[src/rtl/matrix_scan.sv]
// Double-buffered LED matrix scanner: rows are blanked then driven one at a time,
// and a committed back-buffer image is copied to the front buffer only at a frame boundary.

module matrix_scan_row #(
    parameter int WIDTH = 8
) (
    input  logic             clk_i,
    input  logic             rst_ni,
    input  logic             we_i,
    input  logic [WIDTH-1:0] wdata_i,
    input  logic             swap_i,
    output logic [WIDTH-1:0] front_o
);
    logic [WIDTH-1:0] back_q;
    logic [WIDTH-1:0] front_q;

    // front takes the pre-edge back word, so a write on the swap edge lands in back only
    always_ff @(posedge clk_i or negedge rst_ni) begin
        if (!rst_ni) begin
            back_q  <= '0;
            front_q <= '0;
        end else begin
            if (we_i)
                back_q <= wdata_i;
            if (swap_i)
                front_q <= back_q;
        end
    end

    assign front_o = front_q;
endmodule

module matrix_scan #(
    parameter int WIDTH   = 8,
    parameter int REGBITS = 3,
    parameter int DWELL   = 1000,
    parameter int BLANK   = 4
) (
    input  logic               clk,
    input  logic               reset,
    input  logic               wr_en,
    input  logic [REGBITS-1:0] wr_addr,
    input  logic [WIDTH-1:0]   wr_data,
    input  logic               gen_done,
    output logic [WIDTH-1:0]   row,
    output logic [WIDTH-1:0]   col,
    output logic               frame_start,
    output logic               swap_pending
);
    typedef enum logic {
        S_BLANK = 1'b0,
        S_DRIVE = 1'b1
    } state_e;

    localparam logic [15:0]        BLANK_M1 = 16'(BLANK - 1);
    localparam logic [15:0]        DWELL_M1 = 16'(DWELL - 1);
    localparam logic [REGBITS-1:0] RIDX_MAX = REGBITS'(WIDTH - 1);

    state_e                         state_q, state_d;
    logic [REGBITS-1:0]             ridx_q, ridx_d;
    logic [15:0]                    cnt_q, cnt_d;
    logic [WIDTH-1:0]               row_q, row_d;
    logic [WIDTH-1:0]               col_q, col_d;
    logic                           fs_q;
    logic                           sp_q, sp_d;
    logic                           wrap;
    logic                           swap;
    logic [WIDTH-1:0][WIDTH-1:0]    front;

    for (genvar g = 0; g < WIDTH; g++) begin : g_row
        matrix_scan_row #(.WIDTH(WIDTH)) u_row (
            .clk_i   (clk),
            .rst_ni  (reset),
            .we_i    (wr_en && (wr_addr == REGBITS'(g))),
            .wdata_i (wr_data),
            .swap_i  (swap),
            .front_o (front[g])
        );
    end

    always_comb begin
        state_d = state_q;
        ridx_d  = ridx_q;
        cnt_d   = cnt_q + 16'd1;
        wrap    = 1'b0;
        case (state_q)
            S_BLANK: begin
                if (cnt_q == BLANK_M1) begin
                    state_d = S_DRIVE;
                    cnt_d   = '0;
                end
            end
            S_DRIVE: begin
                if (cnt_q == DWELL_M1) begin
                    state_d = S_BLANK;
                    cnt_d   = '0;
                    wrap    = (ridx_q == RIDX_MAX);
                    ridx_d  = wrap ? '0 : ridx_q + REGBITS'(1);
                end
            end
            default: ;
        endcase

        // a gen_done arriving on the wrap cycle itself swaps without waiting a frame
        swap = wrap && (sp_q || gen_done);
        sp_d = (sp_q || gen_done) && !swap;

        // outputs are computed from the next state so the registers line up with it;
        // front never changes on an edge that enters DRIVE, so front is safe to read here
        row_d = '0;
        col_d = '1;
        if (state_d == S_DRIVE) begin
            row_d[ridx_d] = 1'b1;
            col_d         = ~front[ridx_d];
        end
    end

    always_ff @(posedge clk or negedge reset) begin
        if (!reset) begin
            state_q <= S_BLANK;
            ridx_q  <= '0;
            cnt_q   <= '0;
            row_q   <= '0;
            col_q   <= '1;
            fs_q    <= 1'b0;
            sp_q    <= 1'b0;
        end else begin
            state_q <= state_d;
            ridx_q  <= ridx_d;
            cnt_q   <= cnt_d;
            row_q   <= row_d;
            col_q   <= col_d;
            fs_q    <= swap;
            sp_q    <= sp_d;
        end
    end

    assign row          = row_q;
    assign col          = col_q;
    assign frame_start  = fs_q;
    assign swap_pending = sp_q;
endmodule

[config.mk]
export PLATFORM = sky130hd
export DESIGN_NAME = matrix_scan
export DESIGN_NICKNAME = d
export VERILOG_FILES = /design/src/rtl/matrix_scan.sv
export SDC_FILE = /design/constraint.sdc
export NUM_CORES = 1
export LEC_CHECK = 0
export CAP_MARGIN = 5
export CORE_AREA = 5 5 123 113
export DETAILED_ROUTE_END_ITERATION = 6
export DIE_AREA = 0 0 128 118
export PLACE_DENSITY = 0.83
export SLEW_MARGIN = 40
export SYNTH_ARGS = -nofsm -noshare
export SYNTH_HDL_FRONTEND = slang
export SYNTH_SLANG_ARGS = --single-unit
[constraint.sdc]
create_clock -name clk -period 6.8 [get_ports clk]
set_clock_uncertainty 0.2 [all_clocks]
set_input_delay 1.7 -clock clk [delete_from_list [all_inputs] [get_ports clk]]
set_output_delay 1.7 -clock clk [all_outputs]
set_load 0.05 [all_outputs]
# Yosys cells after proc, flatten, opt, wreduce, memory -nomap -nowiden
# Cells that the tools add are included.
totals:
  ff_bits: 166
  inputBits: 15
classes:
  add_sub_neg: 2
  magnitude_cmp: 2
  n_eq_ne: 10
  n_mux: 17
  n_bitwise: 2
  n_reduce_logical: 14
ops:
  columns: ["cell", "count"]
  rows:
  - ["2-to-1 mux 16 bit", 2]
  - ["case mux 16 bit (2 select lines)", 1]
  - ["binary-select mux 8 bit (select 3 bit)", 1]
  - ["2-to-1 mux 8 bit", 3]
  - ["adder 16 x 1 -> 16 bit, second input constant", 1]
  - ["== test 16 x 10 -> 1 bit, second input constant", 1]
  - ["== test 16 x 2 -> 1 bit, second input constant", 1]
  - ["== test 3 bit, second input constant", 5]
  - ["logical AND 1 bit", 11]
  - ["2-to-1 mux 3 bit", 3]
  - ["NOT 8 bit", 1]
  - ["== test 3 x 2 -> 1 bit, second input constant", 2]
  - ["2-to-1 mux 1 bit", 5]
  - ["less-than comparator 3 x 4 -> 1 bit, second input constant", 1]
  - ["adder 3 x 1 -> 3 bit, second input constant", 1]
  - ["demux 1 bit (select 3 bit)", 1]
  - ["== test 3 x 1 -> 1 bit, second input constant", 1]
  - ["greater-or-equal comparator 3 x 1 -> 1 bit, second input constant", 1]
  - ["zero test 3 bit", 1]
  - ["case mux 1 bit (2 select lines)", 1]
  - ["zero test 1 bit", 1]
  - ["logical OR 1 bit", 1]
  - ["NOT 1 bit", 1]

# Depth between registers and ports, before layout
# Gate-level depths: netlist of run 1.
logic_depth:
  word_depth: 9
  ltp_mapped: 11
  mapped_depth_nobuf: 8

# Modules after synthesis
# A second synthesis of run 1 with hierarchy kept.
hier_totals:
  cells_unflattened: 540
  area_unflattened_um2: 7638.6
by_module_without_submodules:
  columns: ["mod", "instances", "cells_per_inst", "area_per_inst_um2"]
  rows:
  - ["matrix_scan_row", 8, 34, 663.1]
  - ["matrix_scan", 1, 268, 2333.5]

# Least setup slack after synthesis of run 1
# OpenSTA, ideal clock, no wires.
synth_timing:
  path_type: "input port to flip-flop"
  startpoint: "input port wr_addr[0]"
  endpoint: "register g_row[2].u_row.back_q[0]"
  setup_ns: 0.125
  arrival_time_ns: 2.849
  t_required_ns: 6.475
  path_slack_ns: 3.626
  cell_stages: 4
  path_buffers: 1
  path_cell_list: "clkbuf_1 > nand2b_1 > nor3b_2 > mux2_2"
synth_via:
  elab_chain_cells: 2
synth_lines:
  columns: ["element", "line_no", "rtl"]
  rows:
  - ["from (decl)", "42", "input logic [REGBITS-1:0] wr_addr,"]
  - ["== test 3 x 2 -> 1 bit", "74", ".we_i (wr_en && (wr_addr == REGBITS'(g))),"]
  - ["logical AND 1 bit", "74", null]
  - ["to (signal assigned)", "24", "back_q <= wdata_i;"]
  - ["to (decl)", "14", "logic [WIDTH-1:0] back_q;"]
# No other way between the ends.
# A chain may end at the register's enable or synchronous reset.

# Final worst setup path of run 1
layout_timing:
  startpoint: "input port gen_done"
  endpoint: "register g_row[0].u_row.front_q[7]"
layout_via:
  elab_chain_cells: 2
layout_lines:
  columns: ["element", "line_no", "rtl"]
  rows:
  - ["from (decl)", "44", "input logic gen_done,"]
  - ["logical OR 1 bit", "105", "swap = wrap && (sp_q || gen_done);"]
  - ["logical AND 1 bit", "105", null]
  - ["to (signal assigned)", "26", "front_q <= back_q;"]
  - ["to (decl)", "15", "logic [WIDTH-1:0] front_q;"]
# No other way between the ends.

==> qor.yml, run 1 <==
fin_cells: 907
synth_area_leaders: "dfrtp_1, nand2_1, mux2_2"
first_iter_violations: 573
ios: 33
pwr_density_cell_nw_per_um2: 275
clockBufferDepth: 2
start_util_pct: 58.6
synth-seq-cells: 166
ys_types: 42
insertion_delay_ns: 0.43
wl_per_cell_um: 18.9
antennaDiodeCount: 0
timing_hold_violations_final: 0
final_net_count: 748
overflow: 0
grt_pass1_wl_um: 27900
fp.dieH_um: 118
fmax_ghz: 0.228
synthMuxAreaShare_pct: 10.7
min_path_type: "flip-flop to flip-flop"
grt_pass1_vias: 5473
slew_violations: 0
final_cell_mix: "nand2_1, dfrtp_1, mux2_2"
antenna_found_initial: 0
area_growth_pct: 14.9
ant_nets: 0
pre_cts_ws_ns: 2.05
endpoint_kind: "flip-flop"
required_ns: 6.91
irDropWorstVdd_uv: 187
placementRows: 39
synth_top_family_by_area: "simple AND/OR/NAND/NOR gates"
die_area_um2: 15100
worst_pin_slew_ns: 0.828
vias: 5420
gp_congestion: 0.777
synthAdderAreaFrac_pct: 0.513
drv_cap: 0
yosys_warnings: 0
syn_avg_cell_area_um2: 10.3
synthSimpleGateAreaFrac_pct: 20.7
path_clk_slew_ns: 0.06
htree_levels: 4
setup_violations: 0
async_flop_share_pct: 100
cts.repair.resized: 0
cts_root_buf: "clkbuf_16"
die_x_um: 128
status: "finished, final reports clean"
relSlewSlack_pct: 43.7
dr.pass1.iters: 7
dp.cells: 874
cp_top_family: "buffers and inverters"
track_usage_pct: 23.5
syn_area_um2: 7310
period_share_pct: 64.4
synth_ff_type: "dfrtp_1"
slowest_stage: "clkinv_1"
path_class: "input port to flip-flop"
tns_ns: 0
worst_setup_path_start_kind: "input port"
drc: 0
cts_hold_buf: 0
critPathBufInv: 4
setup_slack_ns: 2.42
max_stage_delay_ns: 0.78
rsz0062_at_grt: "false"
cts.sinks: 166
cts-buffers-inserted: 17
post_cts_buffers: 0
synth-edff-count: 0
synthXorXnorAreaFrac_pct: 1.68
place_hpwl_um: 10400
drive_gt1_share_pct: 16.8
viasPerCell: 5.98
coreArea_um2: 12500
worst-endpoint-arrival_ns: 4.49
worstPathMaxFanout: 65
worstPathCellList: "clkdlybuf4s50_1 -> nor2_1 -> nand3b_1 -> buf_4 -> clkinv_1 -> buf_4 -> nand2_1 -> nand2_1"
port_buffers: 32
grt_max_degree: 122
cts_tree: "built"
power.leakage_uw: 0.00396
ys_seq_area_share_pct: 56.9
synth_top_area_share_pct: 54.1
synth_fp_nets: 727
drt-total-wl_um: 17100
yosysTopAreaCell: "dfrtp_1"
final_common_cell: "nand2_1"
syn_inst: 709
total_power_uw: 2310
synth_compound_area_share_pct: 6.29
period_needed_ns: 4.38
-- final timing paths --
kind                                     startpoint                   endpoint  slack (ns)  cells after the start
max reg2reg                                cnt_q[0]  g_row[0].u_row.front_o[7]        2.86                     10
max                                        gen_done  g_row[0].u_row.front_o[7]        2.42                      8
max in group asynchronous                     reset  g_row[1].u_row.front_o[5]        4.37                      2
min                        g_row[4].u_row.back_q[0]  g_row[4].u_row.front_o[0]        0.26                      2
min in group asynchronous                     reset                  cnt_q[11]        1.03                      1
min reg2reg                g_row[4].u_row.back_q[0]  g_row[4].u_row.front_o[0]        0.26                      2
-- sequential cells by signal, indices dropped and copies added (netlist names) --
name	count
row	8
state_q	1
g_row.u_row.front_o	64
frame_start	1
swap_pending	1
cnt_q	16
ridx_q	3
g_row.u_row.back_q	64
col	8
-- worst min-delay path, stage by stage, from the launching register on --
cell and delay [ns]:
dfrtp_1 0.34, nand2_1 0.05, nand2_1 0.05
-- cells in the mapped netlist (all sizes together), types with 2 or more instances --
| master | instances |
|---|---|
| o21ai | 16 |
| xnor2 | 9 |
| mux2 | 65 |
| nand4b | 3 |
| nor3b | 2 |
| clkbuf | 14 |
| nand3 | 12 |
| o2111ai | 7 |
| and2 | 3 |
| dfstp | 8 |
| inv | 3 |
| mux2i | 3 |
| a22oi | 8 |
| nand4 | 4 |
| nor3 | 6 |
| a21oi | 17 |
| ha | 3 |
| xor2 | 5 |
| nor4 | 3 |
| and4 | 4 |
| dfrtp | 158 |
| buf | 23 |
| a311oi | 16 |
| nand2 | 226 |
| and3 | 22 |
| nor2 | 56 |
| nor2b | 5 |
-- area by class of cell --
type                       count  area [µm²]
tap                          164         205
inverter                       4        16.3
sequential                   166        4160
fill                         907        4090
clock buffer                  20         457
timing repair buffer          39         398
clock inverter                12         200
multi-input combinational    502        2960
-- per-layer routing --
metal  vias up  wire (µm)  track usage, %
met5         -          0               0
met4         0        600            11.3
met3        54       1100            4.95
met2       237       8370            37.4
met1      2687       7020            30.7
li1       2442          -               -
-- kinds of logic after synthesis --
| group | after synthesis |
|---|---|
| buffers and inverters | 41 |
| AOI/OAI and AO/OA | 68 |
| DFF | 166 |
| muxes | 68 |
| adders and majority gates | 3 |
| xor gates and xnor gates | 14 |
| and+or+nand+nor | 349 |
-- where the power goes --
part | total (µW) | switching [µW] | internal [µW]
Sequential | 1120 | 46.7 | 1070
Clock | 1060 | 387 | 671
Combinational | 133 | 57.7 | 75.7
Total | 2310 | 491 | 1820
-- per-stage QoR --
step | util [%] | area, µm² | hold WS [ns]
floorplan | - | 7310 | 0.233
global placement | 61.4 | 7680 | 0.241
detailed placement | 61.8 | 7720 | 0.253
CTS | 67.0 | 8370 | 0.267
global route | 67.3 | 8400 | 0.275
finish | 67.3 | 8400 | 0.259
(Power assumes the default switching activity.)
==> run 2: changes to the inputs <==
- clock period: 6.8 -> 4.3 ns (I/O delays scaled with it)
==> run 2 against run 1 <==
  * Global-route usage is 0.35 points higher
  * Critical path type is now flip-flop to flip-flop
  * Clock power up 61%
  * Highest routed layer unchanged
  * Power rose by 59%
  * Setup slack worse by 1.4 ns
  * Sequential power rose by 58%
  * First-iteration DRC count rose by 8.7%
  * Utilization is 0.15 points higher
  * Die area unchanged
  * Sequential share of layout area fell by 0.11 points
  * Wire length increased by 1.1%
  * Clock-buffer cell count up 3
==> qor.yml, run 2 (synthesis results as in run 1) <==
status: "finished, final reports clean"
p_seq_share_pct: 47.9
clkPwrFrac_pct: 46.5
pwr_density_cell_nw_per_um2: 437
slew_violations: 0
fp.dieH_um: 118
cts_hold_buf: 0
period_needed_ns: 3.26
hold_ws_ns: 0.260
cts.repair.resized: 0
timing_hold_violations_final: 0
r2r_cells: 9
die_area_um2: 15100
irDropWorstVdd_uv: 311
drv_cap: 0
viasPerCell: 5.90
grt_pass1_vias: 5413
final_net_count: 754
rsz0062_at_grt: "false"
power.leakage_uw: 0.00399
required_ns: 4.45
overflow: 0
drive_gt1_share_pct: 17.2
fmax_ghz: 0.307
setup_violations: 0
slowest_stage: "and4_1"
start_util_pct: 58.6
place_hpwl_um: 10500
p_comb_share_pct: 5.6
worst-endpoint-arrival_ns: 3.41
dr.pass1.iters: 7
vias: 5390
die_x_um: 128
first_iter_violations: 623
cts.sinks: 166
final_common_cell: "nand2_1"
ios: 33
p_sw_uw: 735
insertion_delay_ns: 0.42
worst_setup_path_start_kind: "flip-flop"
path_clk_slew_ns: 0.06
worst_pin_slew_ns: 0.764
switching_share_pct: 20.0
cts_tree: "built"
min_path_type: "flip-flop to flip-flop"
worstPathCellList: "ha_1 -> and4_1 -> and4_1 -> buf_4 -> nand3b_1 -> clkinv_1 -> buf_4 -> nand2_1 -> nand2_1"
relSlewSlack_pct: 48.0
whs_path_depth: 2
cts-buffers-inserted: 17
pre_cts_ws_ns: 1.10
endpoint_kind: "flip-flop"
antenna_found_initial: 0
wl_per_cell_um: 18.9
htree_levels: 4
ant_nets: 0
path_class: "flip-flop to flip-flop"
worstPathMaxFanout: 65
antennaDiodeCount: 0
track_usage_pct: 23.9
drt-total-wl_um: 17300
setup_slack_ns: 1.04
total_power_uw: 3680
port_buffers: 32
coreArea_um2: 12500
cts_root_buf: "clkbuf_16"
grt_max_degree: 86
p_int_uw: 2950
final_cell_mix: "nand2_1, dfrtp_1, mux2_2"
post_cts_buffers: 0
grt_pass1_wl_um: 28400
placementRows: 39
drc: 0
tns_ns: 0
clockBufferDepth: 2
gp_congestion: 0.839
max_stage_delay_ns: 0.64
period_share_pct: 75.7
area_growth_pct: 15.1
==> run 2: stage by stage <==
| step | area, µm² | util [%] | std cells |
|---|---|---|---|
| global placement | 7740 | 62.0 | 881 |
| CTS | 8420 | 67.4 | 913 |
| finish | 8420 | 67.4 | 913 |
| detailed placement | 7740 | 62.0 | 881 |
| global route | 8420 | 67.4 | 913 |
| floorplan | 7310 | - | 709 |
==> run 2: critical path: cells and delay by family, from the launching register on <==
kind,cells,cell delay [ns]
and+or+nand+nor,5,1.26
adders and majority gates,1,0.27
DFF,1,0.39
buffers and inverters,3,1.01
==> run 2: cell type report <==
cell class	count	area (µm²)
Multi-Input combinational cell	502	2930
Fill cell	935	4070
Tap cell	164	205
Clock inverter	9	195
Inverter	4	16.3
Clock buffer	23	478
Timing Repair Buffer	45	434
Sequential cell	166	4160
==> run 2: power by group through the flow <==
stage / clock network, µW / registers, µW / logic (µW)
final: 1710 / 1770 / 206
after global routing: 1800 / 1780 / 228
after CTS: 1730 / 1760 / 210
after detailed placement: 0 / 1790 / 209
after global placement: 0 / 1780 / 195
after floorplan: 0 / 1770 / 132
==> run 2: final timing paths <==
path	startpoint	end	slack [ns]
hold reg to reg	g_row[7].u_row.back_q[1]	g_row[7].u_row.front_o[1]	0.26
max in group asynchronous	reset	col[1]	2.51
hold / removal	g_row[7].u_row.back_q[1]	g_row[7].u_row.front_o[1]	0.26
min in group asynchronous	reset	cnt_q[5]	0.49
setup / recovery	cnt_q[0]	g_row[3].u_row.front_o[3]	1.04
setup reg to reg	cnt_q[0]	g_row[3].u_row.front_o[3]	1.04
==> run 2: layer usage <==
| metal | share of wire, % | wire, µm | vias up | track usage [%] |
|---|---|---|---|---|
| met1 | 42 | 7180 | 2655 | 31.6 |
| met4 | 2.3 | 397 | 0 | 8.36 |
| met2 | 49 | 8490 | 237 | 37.8 |
| li1 | - | - | 2457 | - |
| met5 | 0 | 0 | - | 0 |
| met3 | 7.0 | 1210 | 41 | 6.99 |
